## config.mk

```make
export PLATFORM = sky130hd
export DESIGN_NAME = temp_bcd_convert
export DESIGN_NICKNAME = d
export VERILOG_FILES = /design/src/rtl/temp_bcd_convert.sv
export SDC_FILE = /design/constraint.sdc
export NUM_CORES = 1
export LEC_CHECK = 0
export ABC_AREA = 1
export CAP_MARGIN = 20
export CORE_MARGIN = 2
export CORE_UTILIZATION = 37
export DETAILED_ROUTE_END_ITERATION = 6
export GPL_TIMING_DRIVEN = 0
export PLACE_DENSITY = 0.62
export SYNTH_ARGS = -nofsm -noshare
export SYNTH_HDL_FRONTEND = slang
export SYNTH_SLANG_ARGS = --single-unit
```

## constraint.sdc

```tcl
create_clock -name clk -period 3.51 [get_ports clk]
set_input_delay 0.351 -clock clk [delete_from_list [all_inputs] [get_ports clk]]
set_output_delay 0.351 -clock clk [all_outputs]
set_load 0.01 [all_outputs]
```

## src/rtl/temp_bcd_convert.sv

```systemverilog
// Converts a raw temperature sensor sample into a sign plus four BCD digits (hundreds, tens, ones, tenths).
// The binary-to-BCD step runs sequentially with double-dabble, one shift per clock.
module temp_bcd_convert #(
  parameter bit SIXTEEN_BIT = 1'b0
) (
  input  logic       clk,
  input  logic       reset,
  input  logic       start,
  input  logic [7:0] msb,
  input  logic [7:0] lsb,
  output logic       busy,
  output logic       done,
  output logic       valid,
  output logic       negative,
  output logic [3:0] bcd_hund,
  output logic [3:0] bcd_tens,
  output logic [3:0] bcd_ones,
  output logic [3:0] bcd_tenth
);

  typedef enum logic [1:0] {
    IDLE  = 2'd0,
    SHIFT = 2'd1,
    DONE  = 2'd2
  } state_t;

  localparam int          RND_SHIFT = SIXTEEN_BIT ? 7 : 4;
  localparam logic [20:0] RND_ADD   = SIXTEEN_BIT ? 21'd64 : 21'd8;

  state_t      state_q, state_d;
  logic [11:0] bin_q, bin_d;
  logic [15:0] bcd_q, bcd_d;
  logic [3:0]  cnt_q, cnt_d;
  logic        neg_pend_q, neg_pend_d;
  logic [15:0] digits_q, digits_d;
  logic        negative_q, negative_d;
  logic        done_q, done_d;
  logic        valid_q, valid_d;

  logic [15:0] raw_word;
  logic [15:0] raw_ext;
  logic        raw_sign;
  logic [16:0] mag;
  logic [20:0] prod;
  logic [11:0] tenths;
  logic [15:0] bcd_adj;

  // 13-bit samples are left-justified in the register pair, so shift right arithmetically.
  always_comb begin
    raw_word = {msb, lsb};
    raw_sign = raw_word[15];
    raw_ext  = SIXTEEN_BIT ? raw_word : {{3{raw_word[15]}}, raw_word[15:3]};
    mag      = raw_sign ? (17'd0 - {raw_ext[15], raw_ext}) : {1'b0, raw_ext};
    prod     = {4'd0, mag} * 21'd10 + RND_ADD;
    tenths   = 12'(prod >> RND_SHIFT);
  end

  always_comb begin
    for (int i = 0; i < 4; i++) begin
      bcd_adj[i*4 +: 4] = (bcd_q[i*4 +: 4] >= 4'd5) ? (bcd_q[i*4 +: 4] + 4'd3)
                                                   : bcd_q[i*4 +: 4];
    end
  end

  always_comb begin
    state_d    = state_q;
    bin_d      = bin_q;
    bcd_d      = bcd_q;
    cnt_d      = cnt_q;
    neg_pend_d = neg_pend_q;
    digits_d   = digits_q;
    negative_d = negative_q;
    done_d     = 1'b0;
    valid_d    = valid_q;

    case (state_q)
      IDLE: begin
        if (start) begin
          bin_d      = tenths;
          bcd_d      = 16'd0;
          cnt_d      = 4'd0;
          neg_pend_d = raw_sign && (tenths != 12'd0);
          state_d    = SHIFT;
        end
      end
      SHIFT: begin
        {bcd_d, bin_d} = {bcd_adj, bin_q} << 1;
        cnt_d          = cnt_q + 4'd1;
        if (cnt_q == 4'd11) begin
          state_d = DONE;
        end
      end
      DONE: begin
        digits_d   = bcd_q;
        negative_d = neg_pend_q;
        done_d     = 1'b1;
        valid_d    = 1'b1;
        state_d    = IDLE;
      end
      default: state_d = IDLE;
    endcase
  end

  always_ff @(posedge clk) begin
    if (reset) begin
      state_q    <= IDLE;
      bin_q      <= 12'd0;
      bcd_q      <= 16'd0;
      cnt_q      <= 4'd0;
      neg_pend_q <= 1'b0;
      digits_q   <= 16'd0;
      negative_q <= 1'b0;
      done_q     <= 1'b0;
      valid_q    <= 1'b0;
    end else begin
      state_q    <= state_d;
      bin_q      <= bin_d;
      bcd_q      <= bcd_d;
      cnt_q      <= cnt_d;
      neg_pend_q <= neg_pend_d;
      digits_q   <= digits_d;
      negative_q <= negative_d;
      done_q     <= done_d;
      valid_q    <= valid_d;
    end
  end

  assign busy      = (state_q != IDLE);
  assign done      = done_q;
  assign valid     = valid_q;
  assign negative  = negative_q;
  assign bcd_hund  = digits_q[15:12];
  assign bcd_tens  = digits_q[11:8];
  assign bcd_ones  = digits_q[7:4];
  assign bcd_tenth = digits_q[3:0];

endmodule

```

# Word-level counts from Yosys, hierarchy flattened
# Index checks and enable logic that the tools add are counted.
# totals
ff_bits	54
in_bits	19
# classes
n_addsub	7
reduce_logical	8
mux	15
eq_ne	5
n_mul	1
order_cmp	4
# ops
operator	count
$pmux 16 s2	1
$pmux 12 s2	1
$mul 17x3->15 const B	1
$mux 17	1
$add 16x4->16 const B	1
$ge 4x3->1 const B	4
$mux 16	1
$mux 4	4
$sub 1x13->14 const A	1
$add 4x2->4 const B	3
$mux 12	1
$reduce_bool 12->1	1
$pmux 4 s2	1
$reduce_and 2->1	3
$add 4x1->4 const B	1
$eq 4x4->1 const B	1
$mux 2	2
$ne 2x2->1 const B	2
$pmux 2 s2	1
$reduce_bool 2->1	2
$add 3x2->3 const B	1
$mux 3	1
$eq 2x1->1 const B	1
$eq 2x2->1 const B	1
other kinds (3)	3

# Depth between registers and ports, before layout
# Gate-level depths: netlist of run 1.
# depth
depth_word	6
ltp_mapped	27
mapped_depth_nobuf	27

# Least setup slack after synthesis of run 1
# OpenSTA, ideal clock, no wires.
# synth_path
path_type	input port to flip-flop
start	input lsb[4]
end	register neg_pend_q
arrival_time_ns	2.954
n_path_buf	0
slack_ns	0.425
t_required_ns	3.379
cell_stages	19
path_cell_list	nor3_1 > nor2_1 > xor2_1 > ha_1 > ha_1 > fa_1 > nand3_1 > nor2_4 > nand3_2 > nor2_4 > nand2_1 > nand2_1 > nand2_1 > nor2_1 > nand3_1 > nor2_1 > nand2_1 > nand2_1 > a21oi_2
# synth_between
elab_chain_len	6
# synth_lines
element	line_no	rtl
from (decl)	10	input logic [7:0] lsb,
$sub 1x13->14	53	mag = raw_sign ? (17'd0 - {raw_ext[15], raw_ext}) : {1'b0, raw_ext};
$mux 17 (*)	53	
$mul 17x3->15 (*)	54	prod = {4'd0, mag} * 21'd10 + RND_ADD;
$add 16x4->16 (*)	54	
$reduce_bool 12->1 (*)	82	neg_pend_d = raw_sign && (tenths != 12'd0);
$logic_and 1x1->1 (*)	82	
to (signal assigned)	120	neg_pend_q <= neg_pend_d;
to (decl)	34	logic neg_pend_q, neg_pend_d;
# Every way passes the cells marked *; elsewhere a longest branch is shown, timed or not.
# A chain may end at the register's enable or synchronous reset.

# Final worst setup path of run 1
# layout_path
start	input lsb[6]
end	register neg_pend_q
# Same word-level chain as after synthesis.

==> results of run 1 <==
through the flow:
step / total power [mW] / setup slack [ns]
after floorplan: 1.30 / 0.425
after global placement: 1.44 / -0.452
after detailed placement: 1.45 / -0.495
after CTS: 1.86 / 0.0333
after global routing: 2.10 / -0.0766
final: 1.94 / 0.173
flip-flops by register name, indices dropped and copies added (netlist names):
name        flops
state_q         2
bin_q          12
cnt_q           4
digits_q       16
negative        1
neg_pend_q      1
done            1
valid           1
bcd_q          16
final timing paths:
| kind | endpoint | slack, ns | depth (start not counted) |
|---|---|---|---|
| setup / recovery | neg_pend_q | 0.17 | 23 |
| hold / removal | bin_q[11] | 0.41 | 2 |
| setup reg to reg | bin_q[10] | 1.67 | 7 |
| hold reg to reg | bcd_q[15] | 0.47 | 2 |
power groups by stage:
| stage | Sequential, mW | Combinational [mW] | Clock (mW) |
|---|---|---|---|
| 2_1_floorplan | 0.665 | 0.632 | 0 |
| 3_3_place_gp | 0.668 | 0.770 | 0 |
| 3_5_place_dp | 0.669 | 0.783 | 0 |
| 4_1_cts | 0.655 | 0.814 | 0.393 |
| 5_1_grt | 0.659 | 1.02 | 0.419 |
| 6_report | 0.655 | 0.905 | 0.382 |
cell families after synthesis:
family                     share of synthesized area
and+or+nand+nor                                0.356
adders and majority gates                      0.108
DFF                                            0.279
AOI/OAI and AO/OA                              0.133
buffers and inverters                         0.0904
xor gates and xnor gates                      0.0316
other                                       0.000968
cells in the mapped netlist, drive strengths merged:
| master | number |
|---|---|
| nor2 | 53 |
| inv | 76 |
| fa | 1 |
| o21ai | 32 |
| clkbuf | 14 |
| o211ai | 1 |
| a22oi | 4 |
| a21oi | 50 |
| nand3 | 62 |
| a21o | 1 |
| xnor2 | 3 |
| clkinv | 1 |
| nand2 | 159 |
| conb | 1 |
| dfxtp | 54 |
| a31oi | 9 |
| buf | 1 |
| or2 | 2 |
| xor2 | 11 |
| ha | 32 |
| nand4 | 8 |
| nor3 | 7 |
metal layers:
layer	vias to the layer above	global-route usage	routed length, µm
met3	7	0.0233	241
met1	1745	0.222	4460
met4	0	0.0282	81
met5	-	0	0
li1	1989	-	-
met2	50	0.280	4290
layout make-up:
class | instances | area [µm²]
Clock buffer | 7 | 96.3
Clock inverter | 1 | 8.76
Multi-Input combinational cell | 436 | 2690
Fill cell | 1043 | 5420
Buffer | 15 | 56.3
Sequential cell | 54 | 1080
Tap cell | 136 | 170
Timing Repair Buffer | 44 | 418
Inverter | 77 | 294
what timing repair did:
item,CTS,global route
setup endpoints to repair,4,4
buffers inserted,2,8
resized for setup,12,35
pin swaps,5,25
cells in the final DEF, fill, tap and decap left out, types with 3 or more instances in the layout:
| cell type | instances |
|---|---|
| nand2_1 | 141 |
| inv_1 | 65 |
| dfxtp_1 | 54 |
| nand3_1 | 52 |
| a21oi_1 | 45 |
| nor2_1 | 40 |
| o21ai_0 | 32 |
| clkdlybuf4s50_1 | 30 |
| ha_1 | 20 |
| clkbuf_1 | 14 |
| nand2_2 | 13 |
| inv_2 | 11 |
| buf_4 | 10 |
| a31oi_1 | 9 |
| ha_4 | 9 |
| xor2_1 | 8 |
| nand4_1 | 8 |
| nand3_2 | 7 |
| clkbuf_8 | 7 |
| nor2_2 | 6 |
| a21oi_2 | 5 |
| nor2_4 | 5 |
| nor3_1 | 5 |
| nand2_4 | 5 |
| a22oi_1 | 4 |
| nand3_4 | 3 |
| ha_2 | 3 |
==> flow_summary.ini, run 1 <==
[place]
place_hpwl_mm = 6.91
placed_area_um2 = 4390
numPortBuffers = 34
gp_congestion = 0.828
dp.cells = 752

[timing]
period_share = 0.951
setup_viol = 0
maxSlewViolCount = 0
worstMarginPinSlew_ns = 0.573
fin_skew_ns = 0.0116
fin_crit_ns = 3.34
slew_headroom = 0.618
hold-worst-slack_ns = 0.410
max_freq_mhz = 300
finalHoldViolCount = 0
setup_tns_ns = 0

[power]
peakVddDrop_v = 0.000181
swShare = 0.403
internal-power_mw = 1.16
seqPwrFrac = 0.337
p_switching_uw = 782
power.static_leakage_nw = 2.06
power_per_cell_area_nw_per_um2 = 403
clockPowerShare = 0.197
p_comb_frac = 0.466

[drt]
post-route-drc-count = 0
drtPass1Iterations = 5
wire_per_inst_um = 11.8
first_iter_violations = 238
num_vias = 3791
vias_per_cell = 4.92
antenna_left = 0
wirelength_mm = 9.08

[yosys]
syn_nets = 634
synthTopCellsByArea = dfxtp_1 28%, nand2_1 14%, ha_1 10%, nand3_1 7.1%, inv_1 6.4%
yosys.area.top_type = dfxtp_1
syn_inst = 582
synth_area_um2 = 3870
netlist.area_leader.share = 0.279
ys_seq_area_frac = 0.279
syn_avg_cell_area_um2 = 6.66
synthDistinctLibCells = 32
ys_ff_latch = 54
yosysWarnings = 0

[global_route]
grt_pass1_wl_mm = 15.5
grt_use_total = 0.164
gr-total-overflow = 0
antenna_found_initial = 0
grt_max_degree = 17
grt_pass1_vias = 3451

[floorplan]
core_region_area_um2 = 10200
dieArea_um2 = 11300
initial_core_util = 0.379
fp-row-count = 37
die_h_um = 106
die_w_um = 106
ios = 39

[setup_path]
crit_start = lsb[6]
reg2reg_from = state_q[1]
cp_num_buf_inv = 3
crit_family = simple AND/OR/NAND/NOR gates
critPathKind = input pin to register
crit_required_ns = 3.68
path_cells = clkdlybuf4s50_1, nor2_1, nand3_2, nor2_4, buf_4, a21oi_2, xor2_1, ha_1, ha_4, nand2_2, inv_1, a21oi_1, nand3_1, nand2_1, nand2_1, nor2_4, nand3_1, nand2_1, nand2_1, nor2_1, nand2_1, nand2_1, a21oi_2
path_max_fanout = 5
worst_ep_arrival_time_ns = 3.51
critPathCaptureType = register
cpMostUsedCell = nand2_1
cpMaxStageDelayCell = clkdlybuf4s50_1
cp_slowest_stage_delay_ns = 0.46
startpoint_type = input pin

[min_path]
hold_path_class = input pin to register
hold_start = reset

[job]
max_cap_violations = 0

[layout]
drive_above_1_share = 0.151
area_growth_pct = 24.3
n_antenna_cell = 0
nNetsFinal = 685
final_cells = 770
fin_util = 0.471
finalInstanceArea_um2 = 4820

[run_status]
status = finished clean

[clocking]
clk_pin_slew_ns = 0.09
cts_tree = built
cts_root_buf = clkbuf_8
htree_levels = 2
cts.sinks = 54
insertion_delay_ns = 0.31
cts_hold_buf = 0
cts_buffers = 5
clk_path_buf_depth = 2
Power figures use the tool's default switching activity.
==> run 2, diff against run 1 <==
Settings changed: CORE_UTILIZATION 37 to 58, PLACE_DENSITY 0.62 to 0.87.
==> run 2 against run 1 <==
The run now ends with design-rule violations left. Final cell count down 7.8%. Die area down 35%. Worst setup slack worse by 0.075 ns. Design area down 1.3%. Clock power up 14%. Maximum frequency down 2.2%. Register-to-register slack better by 0.09 ns. Global-route usage up 9.7 points. Clock-buffer cell count down 1. Critical path type unchanged. Largest power group unchanged.
==> flow_summary.ini, run 2 (synthesis results as in run 1) <==
[timing]
fin_crit_ns = 3.41
setup_viol = 0
fin_skew_ns = 0.0128
setup_tns_ns = 0
setup_slack_ns = 0.0982
finalHoldViolCount = 0
maxSlewViolCount = 0
hold-worst-slack_ns = 0.390
max_freq_mhz = 293
period_share = 0.972
slew_headroom = 0.617
worstMarginPinSlew_ns = 0.575

[drt]
dr_wl_met3_um = 577
wirelength_mm = 10.1
antenna_left = 0
post-route-drc-count = 5
num_vias = 4090
wire_per_inst_um = 14.2
drtPass1Iterations = 7
drt-met1-wl_mm = 3.95
first_iter_violations = 293
vias_per_cell = 5.76
highest-signal-layer = met4
met2_length_mm = 5.18

[layout]
area_growth_pct = 22.7
layout_commonest_cell = nand2_1
finalInstanceArea_um2 = 4750
layout_common_cells = 137 x nand2_1, 64 x inv_1, 54 x dfxtp_1
fillers = 466
drive_above_1_share = 0.160
final_cells = 710
n_antenna_cell = 0
fin_util = 0.740
nNetsFinal = 684
reg.largest.list = bcd_q (16), digits_q (16), bin_q (12)

[place]
post-place-ws_ns = -0.543
numPortBuffers = 34
placed_area_um2 = 4310
dp.cells = 693
gp_congestion = 0.900
place_hpwl_mm = 7.01

[global_route]
grt_use_total = 0.261
grt_pass1_vias = 3807
antenna_found_initial = 0
grt_pass1_wl_mm = 16.0
grt_max_degree = 18
gr-total-overflow = 0

[setup_path]
worst_ep_arrival_time_ns = 3.59
cpMostUsedCell = nand2_1
path_max_fanout = 6
path_cells = clkdlybuf4s50_1, nor3_4, or2_4, xor2_4, ha_1, ha_4, nand2_1, nand2_1, inv_1, nand2_1, inv_2, nand2_1, nand2_2, nand2_4, clkinv_4, nor2_2, nand3_1, nand2_1, nand2_1, inv_1, nand2_1, nand2_2, a21oi_2
crit_required_ns = 3.69
critPathKind = input pin to register
startpoint_type = input pin
cp_slowest_stage_delay_ns = 0.66
timing.reg2reg.worst_path_depth = 7
cpMaxStageDelayCell = clkdlybuf4s50_1
critPathCaptureType = register

[floorplan]
fp-row-count = 29
die_w_um = 85.7
die_h_um = 85.7
dieArea_um2 = 7350
initial_core_util = 0.603
ios = 39
core_region_area_um2 = 6420

[clocking]
cts_tree = built
clk_path_buf_depth = 2
cts_buffers = 5
insertion_delay_ns = 0.31
cts_root_buf = clkbuf_8
htree_levels = 2
cts.sinks = 54
clk_pin_slew_ns = 0.09

[job]
max_cap_violations = 0

[run_status]
violations = design-rule violations
status = finished with violations

[power]
peakVddDrop_v = 0.000281
power.static_leakage_nw = 2.09
finalPower_mw = 2.06
power_per_cell_area_nw_per_um2 = 432

[min_path]
hold_depth = 2
hold_path_class = input pin to register
run 2: cell count changes in the layout (fill, tap and decap cells not counted), moves of 2 or more:
cell	before	now
clkdlybuf4s50_1	30	28
dlymetal6s2s_1	2	4
ha_1	20	23
ha_4	9	6
nand2_1	141	137
nand2_2	13	17
run 2: worst paths after layout:
check / start / end / slack (ns)
hold reg to reg: bcd_q[15] / bcd_q[15] / 0.47
hold / removal: reset / bin_q[11] / 0.39
setup / recovery: msb[1] / neg_pend_q / 0.1
setup reg to reg: state_q[1] / bin_q[10] / 1.76
run 2: final cells by class:
class                      count  area (µm²)  area share
timing repair buffer          43         412      0.0866
multi-input combinational    436        2690       0.566
inverter                      77         297      0.0624
buffer                        15        56.3      0.0118
clock buffer                   6        82.6      0.0174
clock inverter                 2        38.8     0.00816
tap                           77        96.3      0.0203
sequential                    54        1080       0.227
run 2: repair_timing:
item / in CTS / in global routing
setup buffers: 4 / 5
setup endpoints to repair: 4 / 5
gates resized for setup: 12 / 48
pin swaps: 4 / 34
hold buffers: 0 / 0
run 2: power breakdown:
group	total (mW)	internal (mW)	switching (mW)	leakage, nW
Combinational	0.964	0.345	0.618	1.59
Clock	0.437	0.235	0.202	0.0618
Sequential	0.655	0.640	0.0152	0.437
run 2: critical path, delay by kind of cell:
| family | cells | cell delay (ns) |
|---|---|---|
| compound gates | 1 | 0.05 |
| xor+xnor | 1 | 0.17 |
| fa+ha+maj | 2 | 0.70 |
| buf+inv | 5 | 0.92 |
| simple gates | 14 | 1.41 |
run 2: per-layer routing:
metal / global-route usage / up-vias
met1: 0.310 / 1891
met2: 0.479 / 165
met3: 0.0404 / 38
met5: 0 / -
li1: - / 1996
met4: 0.0837 / 0
==> run 3, diff against run 2 <==
Settings changed: CORE_MARGIN 2 to not set, CORE_UTILIZATION 58 to 60, CTS_BUF_LIST set to sky130_fd_sc_hd__clkbuf_2 sky130_fd_sc_hd__clkbuf_4 sky130_fd_sc_hd__clkbuf_8, PLACE_DENSITY 0.87 to 0.89.
==> run 3 against run 2 <==
The flow now finishes without violations. Critical path type unchanged. Sequential cell count is the same. Non-clock buffer count shrank 4. Critical path depth grew 1. Total power shrank 1.2%. Clock skew shrank 0.0057 ns. Worst setup slack gained 0.038 ns.
==> flow_summary.ini, run 3 (synthesis results as in run 1) <==
[place]
gp_congestion = 0.823
numPortBuffers = 34
place_hpwl_mm = 7.01
post-place-ws_ns = -0.527

[floorplan]
core_region_area_um2 = 6060
ios = 39
initial_core_util = 0.639
fp-row-count = 28
dieArea_um2 = 6780
die_w_um = 82.4
die_h_um = 82.4

[clocking]
clk_path_buf_depth = 2
cts_buffers = 5
cts_tree = built
insertion_delay_ns = 0.31
cts_root_buf = clkbuf_8
clk_pin_slew_ns = 0.10
htree_levels = 2
cts.sinks = 54

[global_route]
grt_pass1_vias = 3614
grt_use_total = 0.291
antenna_found_initial = 0
gr-total-overflow = 0
grt_pass1_wl_mm = 15.4
grt_max_degree = 18

[layout]
layout_commonest_cell = nand2_1
drive_above_1_share = 0.143
nNetsFinal = 680
reg.largest.list = bcd_q (16), digits_q (16), bin_q (12)
fillers = 414
fin_util = 0.775
area_growth_pct = 21.2
layout_common_cells = 138 x nand2_1, 63 x inv_1, 54 x dfxtp_1
n_antenna_cell = 0

[timing]
setup_slack_ns = 0.136
maxSlewViolCount = 0
max_freq_mhz = 296
finalHoldViolCount = 0
fin_skew_ns = 0.00714
fin_crit_ns = 3.37
setup_viol = 0
period_share = 0.961
rsz0062_at_grt = no
slew_headroom = 0.606
worstMarginPinSlew_ns = 0.589

[setup_path]
path_cells = clkdlybuf4s50_1, nor3_4, a21oi_2, xor2_1, buf_4, ha_4, ha_4, nand2_1, nand2_1, inv_1, nand2_1, inv_2, nand2_1, nand2_2, nand2_4, clkinv_4, nor2_4, nand3_1, nand2_1, nand2_1, nor2_1, nand2_1, nand2_1, a21oi_2
crit_required_ns = 3.70
cpMostUsedCell = nand2_1
cp_slowest_stage_delay_ns = 0.54
startpoint_type = input pin
crit_family = simple AND/OR/NAND/NOR gates
r2r_end = bcd_q[9]
r2r_slack_ns = 1.64
critPathKind = input pin to register
cpMaxStageDelayCell = clkdlybuf4s50_1
path_max_fanout = 6
critPathCaptureType = register
worst_ep_arrival_time_ns = 3.56
reg2reg_from = state_q[1]
timing.reg2reg.worst_path_depth = 7
cp_num_buf_inv = 5

[run_status]
status = finished clean

[min_path]
hold_path_class = input pin to register
min_to = bin_q[11]
hold_start = reset
hold_depth = 2

[drt]
antenna_left = 0
met2_length_mm = 5.10
wirelength_mm = 10.2
drtPass1Iterations = 5
highest-signal-layer = met4
post-route-drc-count = 0
dr_wl_met3_um = 553
first_iter_violations = 239
num_vias = 4068
wire_per_inst_um = 14.5
drt-met1-wl_mm = 4.45
vias_per_cell = 5.78

[job]
max_cap_violations = 0

[power]
peakVddDrop_v = 0.000246
power_per_cell_area_nw_per_um2 = 432
power.static_leakage_nw = 2.07
-- run 3: cell types whose count changed in the layout (fill, tap and decap cells not counted), moves of 2 or more --
cell,before,now
inv_2,11,13
ha_4,6,8
ha_2,3,1
buf_4,9,5
xor2_2,3,0
xor2_1,7,10
-- run 3: timing repair --
item | 4_1_cts | 5_1_grt
setup buffers | 3 | 2
resized for setup | 13 | 39
hold buffers | 0 | 0
pin swaps | 7 | 21
endpoints found under the setup margin | 2 | 4
-- run 3: cell type report --
type                    instances  area (µm²)  area share
clock buffers                   6        82.6      0.0176
well taps                      75        93.8      0.0200
flip-flops and latches         54        1080       0.230
repair buffers                 39         389      0.0828
inverters                      77         294      0.0626
clock inverters                 2        38.8     0.00826
plain buffers                  15        56.3      0.0120
multi-input cells             436        2660       0.567
-- run 3: through the flow --
| stage | hold WS (ns) | area (µm²) | total power, mW | cells | setup TNS, ns |
|---|---|---|---|---|---|
| 6_report | 0.361 | 4700 | 2.03 | 704 | 0 |
| 4_1_cts | 0.358 | 4510 | 1.92 | 702 | 0 |
| 5_1_grt | 0.388 | 4700 | 2.15 | 704 | 0 |
| 2_1_floorplan | 0.441 | 3870 | 1.30 | 582 | 0 |
| 3_3_place_gp | 0.450 | 4310 | 1.42 | 691 | -1.09 |
| 3_5_place_dp | 0.456 | 4310 | 1.45 | 691 | -1.75 |
-- run 3: power by group --
part           switching (mW)  internal [mW]
Clock                   0.212          0.235
Sequential             0.0160          0.640
Combinational           0.595          0.332
-- run 3: worst max path at each step --
stage                     startpoint          to  slack (ns)  depth (start not counted)
after floorplan               lsb[4]  neg_pend_q        0.43                         19
after detailed placement      lsb[3]  neg_pend_q       -0.53                         21
after global routing          lsb[3]  neg_pend_q        0.02                         27
after CTS                     lsb[4]  neg_pend_q       0.007                         21
final                         msb[1]  neg_pend_q        0.14                         24
after global placement        lsb[3]  neg_pend_q       -0.41                         23
-- run 3: worst reg2reg max path, stage by stage, from the launching register on --
cell and delay [ns]:
dfxtp_1 0.35, inv_1 0.05, nand2_1 0.32, inv_2 0.15, nor2_1 0.21, clkbuf_1 0.46
nand2_1 0.11, a21oi_1 0.16
-- run 3: layer usage --
layer	up-vias	global-route usage
met3	15	0.0396
met5	-	0
li1	1985	-
met2	167	0.528
met1	1901	0.364
met4	0	0.0579
